--- config.mk ---
export PLATFORM = sky130hd
export DESIGN_NAME = version_reporter
export DESIGN_NICKNAME = d
export VERILOG_FILES = /design/src/rtl/version_reporter.sv
export SDC_FILE = /design/constraint.sdc
export NUM_CORES = 1
export LEC_CHECK = 0
export BUFFER_PORTS_ARGS = -buffer_cell sky130_fd_sc_hd__buf_2
export CAP_MARGIN = 20
export CORE_MARGIN = 3
export CORE_UTILIZATION = 52
export DETAILED_ROUTE_END_ITERATION = 16
export HOLD_SLACK_MARGIN = 0.12
export PLACE_DENSITY = 0.75
export SYNTH_ARGS = -nofsm -noshare
export SYNTH_HDL_FRONTEND = slang
export SYNTH_SLANG_ARGS = --single-unit
export TNS_END_PERCENT = 100
--- constraint.sdc ---
create_clock -name clk -period 1.8 [get_ports clk]
set_input_delay 0.36 -clock clk [delete_from_list [all_inputs] [get_ports clk]]
set_output_delay 0.36 -clock clk [all_outputs]
set_load 0.02 [all_outputs]
--- src/rtl/version_reporter.sv ---
// Build-version reporter: streams a 13-byte version/timestamp frame over a
// valid/ready byte interface on request or on a free-running auto-report timer.

package version_pkg;
  localparam logic [7:0]  C_VERSION_MAJOR  = 8'h01;
  localparam logic [7:0]  C_VERSION_MINOR  = 8'h00;
  localparam logic [7:0]  C_VERSION_PATCH  = 8'h00;
  localparam logic [7:0]  C_VERSION_BUILD  = 8'h2A;
  localparam logic [15:0] C_VERSION_YEAR   = 16'h2024;
  localparam logic [7:0]  C_VERSION_MONTH  = 8'h06;
  localparam logic [7:0]  C_VERSION_DAY    = 8'h15;
  localparam logic [7:0]  C_VERSION_HOUR   = 8'h12;
  localparam logic [7:0]  C_VERSION_MINUTE = 8'h30;
  localparam logic [7:0]  C_VERSION_SECOND = 8'h00;
endpackage

// Handshake: a byte moves on a rising edge where out_valid=1 and out_ready=1;
// while out_valid=1 and out_ready=0, out_data and out_valid hold their values.
module version_reporter
  import version_pkg::*;
#(
  parameter logic [31:0] AUTO_PERIOD = 32'd0,
  parameter logic [7:0]  SYNC_BYTE   = 8'hA5,
  parameter logic [7:0]  VER_MAJOR   = C_VERSION_MAJOR,
  parameter logic [7:0]  VER_MINOR   = C_VERSION_MINOR,
  parameter logic [7:0]  VER_PATCH   = C_VERSION_PATCH,
  parameter logic [7:0]  VER_BUILD   = C_VERSION_BUILD,
  parameter logic [15:0] VER_YEAR    = C_VERSION_YEAR,
  parameter logic [7:0]  VER_MONTH   = C_VERSION_MONTH,
  parameter logic [7:0]  VER_DAY     = C_VERSION_DAY,
  parameter logic [7:0]  VER_HOUR    = C_VERSION_HOUR,
  parameter logic [7:0]  VER_MINUTE  = C_VERSION_MINUTE,
  parameter logic [7:0]  VER_SECOND  = C_VERSION_SECOND
) (
  input  logic       clk,
  input  logic       rst,
  input  logic       req,
  output logic [7:0] out_data,
  output logic       out_valid,
  input  logic       out_ready,
  output logic       busy,
  output logic       frame_done
);

  typedef enum logic {IDLE, SEND} state_t;

  localparam logic [3:0] LAST_IDX = 4'd12;
  localparam logic [7:0] CHECKSUM = VER_MAJOR ^ VER_MINOR ^ VER_PATCH ^ VER_BUILD ^
                                    VER_YEAR[15:8] ^ VER_YEAR[7:0] ^ VER_MONTH ^
                                    VER_DAY ^ VER_HOUR ^ VER_MINUTE ^ VER_SECOND;

  state_t      state;
  logic [3:0]  idx;
  logic        pending;
  logic [31:0] auto_cnt;
  logic        auto_wrap;
  logic        start_req;
  logic        accept;

  function automatic logic [7:0] frame_byte(input logic [3:0] i);
    case (i)
      4'd0:    frame_byte = SYNC_BYTE;
      4'd1:    frame_byte = VER_MAJOR;
      4'd2:    frame_byte = VER_MINOR;
      4'd3:    frame_byte = VER_PATCH;
      4'd4:    frame_byte = VER_BUILD;
      4'd5:    frame_byte = VER_YEAR[15:8];
      4'd6:    frame_byte = VER_YEAR[7:0];
      4'd7:    frame_byte = VER_MONTH;
      4'd8:    frame_byte = VER_DAY;
      4'd9:    frame_byte = VER_HOUR;
      4'd10:   frame_byte = VER_MINUTE;
      4'd11:   frame_byte = VER_SECOND;
      4'd12:   frame_byte = CHECKSUM;
      default: frame_byte = 8'h00;
    endcase
  endfunction

  // The wrap flag is registered so the frame starts one cycle after the wrap.
  always_ff @(posedge clk or posedge rst) begin
    if (rst) begin
      auto_cnt  <= '0;
      auto_wrap <= 1'b0;
    end else if (AUTO_PERIOD != 32'd0) begin
      auto_wrap <= (auto_cnt == AUTO_PERIOD - 32'd1);
      auto_cnt  <= (auto_cnt == AUTO_PERIOD - 32'd1) ? 32'd0 : auto_cnt + 32'd1;
    end
  end

  assign start_req = req | auto_wrap;
  assign accept    = out_valid & out_ready;

  always_ff @(posedge clk or posedge rst) begin
    if (rst) begin
      state      <= IDLE;
      idx        <= '0;
      pending    <= 1'b0;
      out_data   <= '0;
      out_valid  <= 1'b0;
      busy       <= 1'b0;
      frame_done <= 1'b0;
    end else begin
      frame_done <= 1'b0;
      case (state)
        IDLE: begin
          if (start_req) begin
            state     <= SEND;
            busy      <= 1'b1;
            idx       <= '0;
            out_valid <= 1'b1;
            out_data  <= frame_byte(4'd0);
          end
        end
        SEND: begin
          if (accept && idx == LAST_IDX) begin
            frame_done <= 1'b1;
            idx        <= '0;
            pending    <= 1'b0;
            // A request seen during this frame (or right now) chains the next
            // frame with no idle gap.
            if (pending || start_req) begin
              out_data <= frame_byte(4'd0);
            end else begin
              state     <= IDLE;
              busy      <= 1'b0;
              out_valid <= 1'b0;
              out_data  <= '0;
            end
          end else if (accept) begin
            idx      <= idx + 4'd1;
            out_data <= frame_byte(idx + 4'd1);
            pending  <= pending | start_req;
          end else begin
            pending <= pending | start_req;
          end
        end
        default: state <= IDLE;
      endcase
    end
  end

endmodule

==> impl_metrics.py <==
metrics = {
    "route": {
        "num_vias": 653,
        "ant_nets": 0,
        "drt_first_pass_iters": 4,
        "wire_per_inst_microns": 13.8,
        "drc_errors": 0,
        "drt_wl_total_microns": 1590,
        "via_per_inst": 5.68,
        "drtIter0Drc": 15,
    },
    "die": {
        "die_x_microns": 45.2,
        "die_y_microns": 45.2,
        "num_io_pins": 15,
        "rows": 13,
        "die_area_sq_um": 2050,
        "core_area_sq_um": 1370,
        "start_util": 0.586,
    },
    "placement": {
        "dp.final_hpwl_microns": 1190,
        "dp_cells": 111,
        "gp_congestion": 0.826,
        "pre_cts_slack_ps": 166,
        "dpl_cell_area_sq_um": 882,
        "numPortBuffers": 12,
    },
    "timing": {
        "hold_viol_final": 0,
        "rsz0062_at_grt": "no",
        "clock_skew_ps": 1.24,
        "fin_crit_ps": 1670,
        "maxSlewViolCount": 0,
        "fin_ws_ps": 128,
        "setup_viol": 0,
        "max_freq_ghz": 0.598,
        "tightest_slew_ps": 506,
        "max_slew_margin": 0.662,
        "timing.hold.ws_ps": 370,
        "finalCritPeriodShare": 0.929,
        "tns_ps": 0,
    },
    "power": {
        "leakagePower_nw": 0.442,
        "p_total_mw": 0.618,
        "peakVddDrop_mv": 0.443,
        "p_per_area_nw_per_um2": 675,
    },
    "critical_path": {
        "start_kind": "flip-flop",
        "cp-end-kind": "flip-flop",
        "critical_path_arrival_ps": 1840,
        "critPathKind": "flip-flop to flip-flop",
        "cp_max_fo": 7,
        "critical_path_required_ps": 1970,
    },
    "synth": {
        "yosys_warnings": 1,
        "netlist_top_cells_area": "dfrtp_1, ha_1, mux2i_1, nand3_1, nand2_1",
        "yosys_most_used_dff": "dfrtp_1",
        "synth_top_area_cell": "dfrtp_1",
        "syn_inst": 85,
        "syn-mean-instance-area_sq_um": 9.42,
        "ys_seq_elements": 14,
        "synthesis.area_sq_um": 801,
        "async_reset_ff_frac": 1.00,
        "yosysSeqAreaShare": 0.438,
        "ys_types": 31,
        "synth_top_area_frac": 0.438,
        "syn_nets": 93,
        "synth_common_cells": "dfrtp_1, nand2_1, nand3_1, nor2_1",
        "synth_edf_count": 0,
        "post-synth-top-count-cell": "dfrtp_1",
    },
    "clocking": {
        "cts_max_path_buffers": 2,
        "clkSlewWorstSetupHoldPaths_ps": 70,
        "cts_buffers": 3,
        "post_cts_resize_count": 0,
        "post_cts_buffers": 0,
        "clk-insertion-delay-late_ps": 280,
        "root_buffer": "clkbuf_4",
        "clock-sinks": 14,
        "cts_hold_buf": 1,
        "htree_num_levels": 1,
        "tritoncts": "yes",
    },
    "grt": {
        "gr-total-overflow": 0,
        "grt_pass1_vias": 566,
        "grt.total_usage": 0.184,
        "antenna_found_initial": 0,
        "grt_max_degree": 15,
        "grt_pass1_wl_microns": 2560,
    },
    "run_status": {
        "status": "complete, no violations",
    },
    "layout": {
        "layout-drive-gt1-share": 0.230,
        "postLayoutCoreUtil": 0.669,
        "antenna_cells": 0,
        "stdcell_count": 115,
        "areaGrowthSynthToFinish_pct": 14.2,
        "finalNetCount": 110,
        "fin_area_sq_um": 915,
    },
    "run": {
        "maxCapViolCount": 0,
    },
    "hold_path": {
        "min_path_type": "input port to flip-flop",
    },
}
[final cells by class]
class	instances	area, sq um
sequential	14	350
clock buffer	3	22.5
multi-input combinational	60	397
fill	120	452
inverter	5	18.8
timing repair buffer	18	108
tap	15	18.8
[final timing paths]
check / start / endpoint / slack, ps / cells past startpoint
max: idx[0] / out_data[2] / 130 / 5
max reg2reg: idx[0] / out_data[2] / 130 / 5
min: out_ready / frame_done / 370 / 3
min in group asynchronous: rst / out_data[7] / 650 / 3
max in group asynchronous: rst / out_data[5] / 810 / 3
min reg2reg: out_data[4] / out_data[4] / 480 / 2
[critical path: stages, from the launching register on]
cell and delay, ps:
dfrtp_1 450, ha_1 320, and2b_1 230, a32oi_1 240
mux2i_1 230, a21oi_1 90
[registers in the layout, indices dropped and copies added (netlist names)]
signal and flops:
out_data 7, state 1, frame_done 1, idx 4, busy 1
[placed cells by master (no fill, tap or decap), types with 2 or more instances in the layout]
master    instances
dfrtp_1          14
buf_2            12
nand2_1           7
nand3_1           6
nor2_1            6
inv_1             5
a21oi_1           5
buf_4             5
o21ai_0           4
ha_1              4
o22ai_1           3
mux2i_1           3
clkbuf_4          3
nor2b_1           2
nand2b_1          2
nand3b_1          2
conb_1            2
[cells by family (layout without fill, tap and decap cells)]
logic type,count (synthesis),count (layout),share of synthesized area
xor+xnor,3,3,0.0516
compound gates,18,18,0.147
mux,3,3,0.0375
other cells,2,2,0.00938
flops,14,14,0.438
fa+ha+maj,4,4,0.0625
simple gates,30,30,0.188
buf+inv,11,26,0.0672
[where the power goes]
part           switching [mW]  internal, mW  leakage (nW)  total [mW]
clock                  0.0941        0.0778        0.0138       0.172
sequential             0.0120         0.327         0.172       0.339
combinational          0.0650        0.0419         0.257       0.107
total                   0.171         0.447         0.442       0.618
[routing by layer]
layer  routed length (microns)  global-route usage
met1                       662               0.206
met4                        36               0.105
met2                       776               0.302
met5                         0                   0
met3                       112              0.0598
Note: power is estimated with default switching activity, not from simulation.
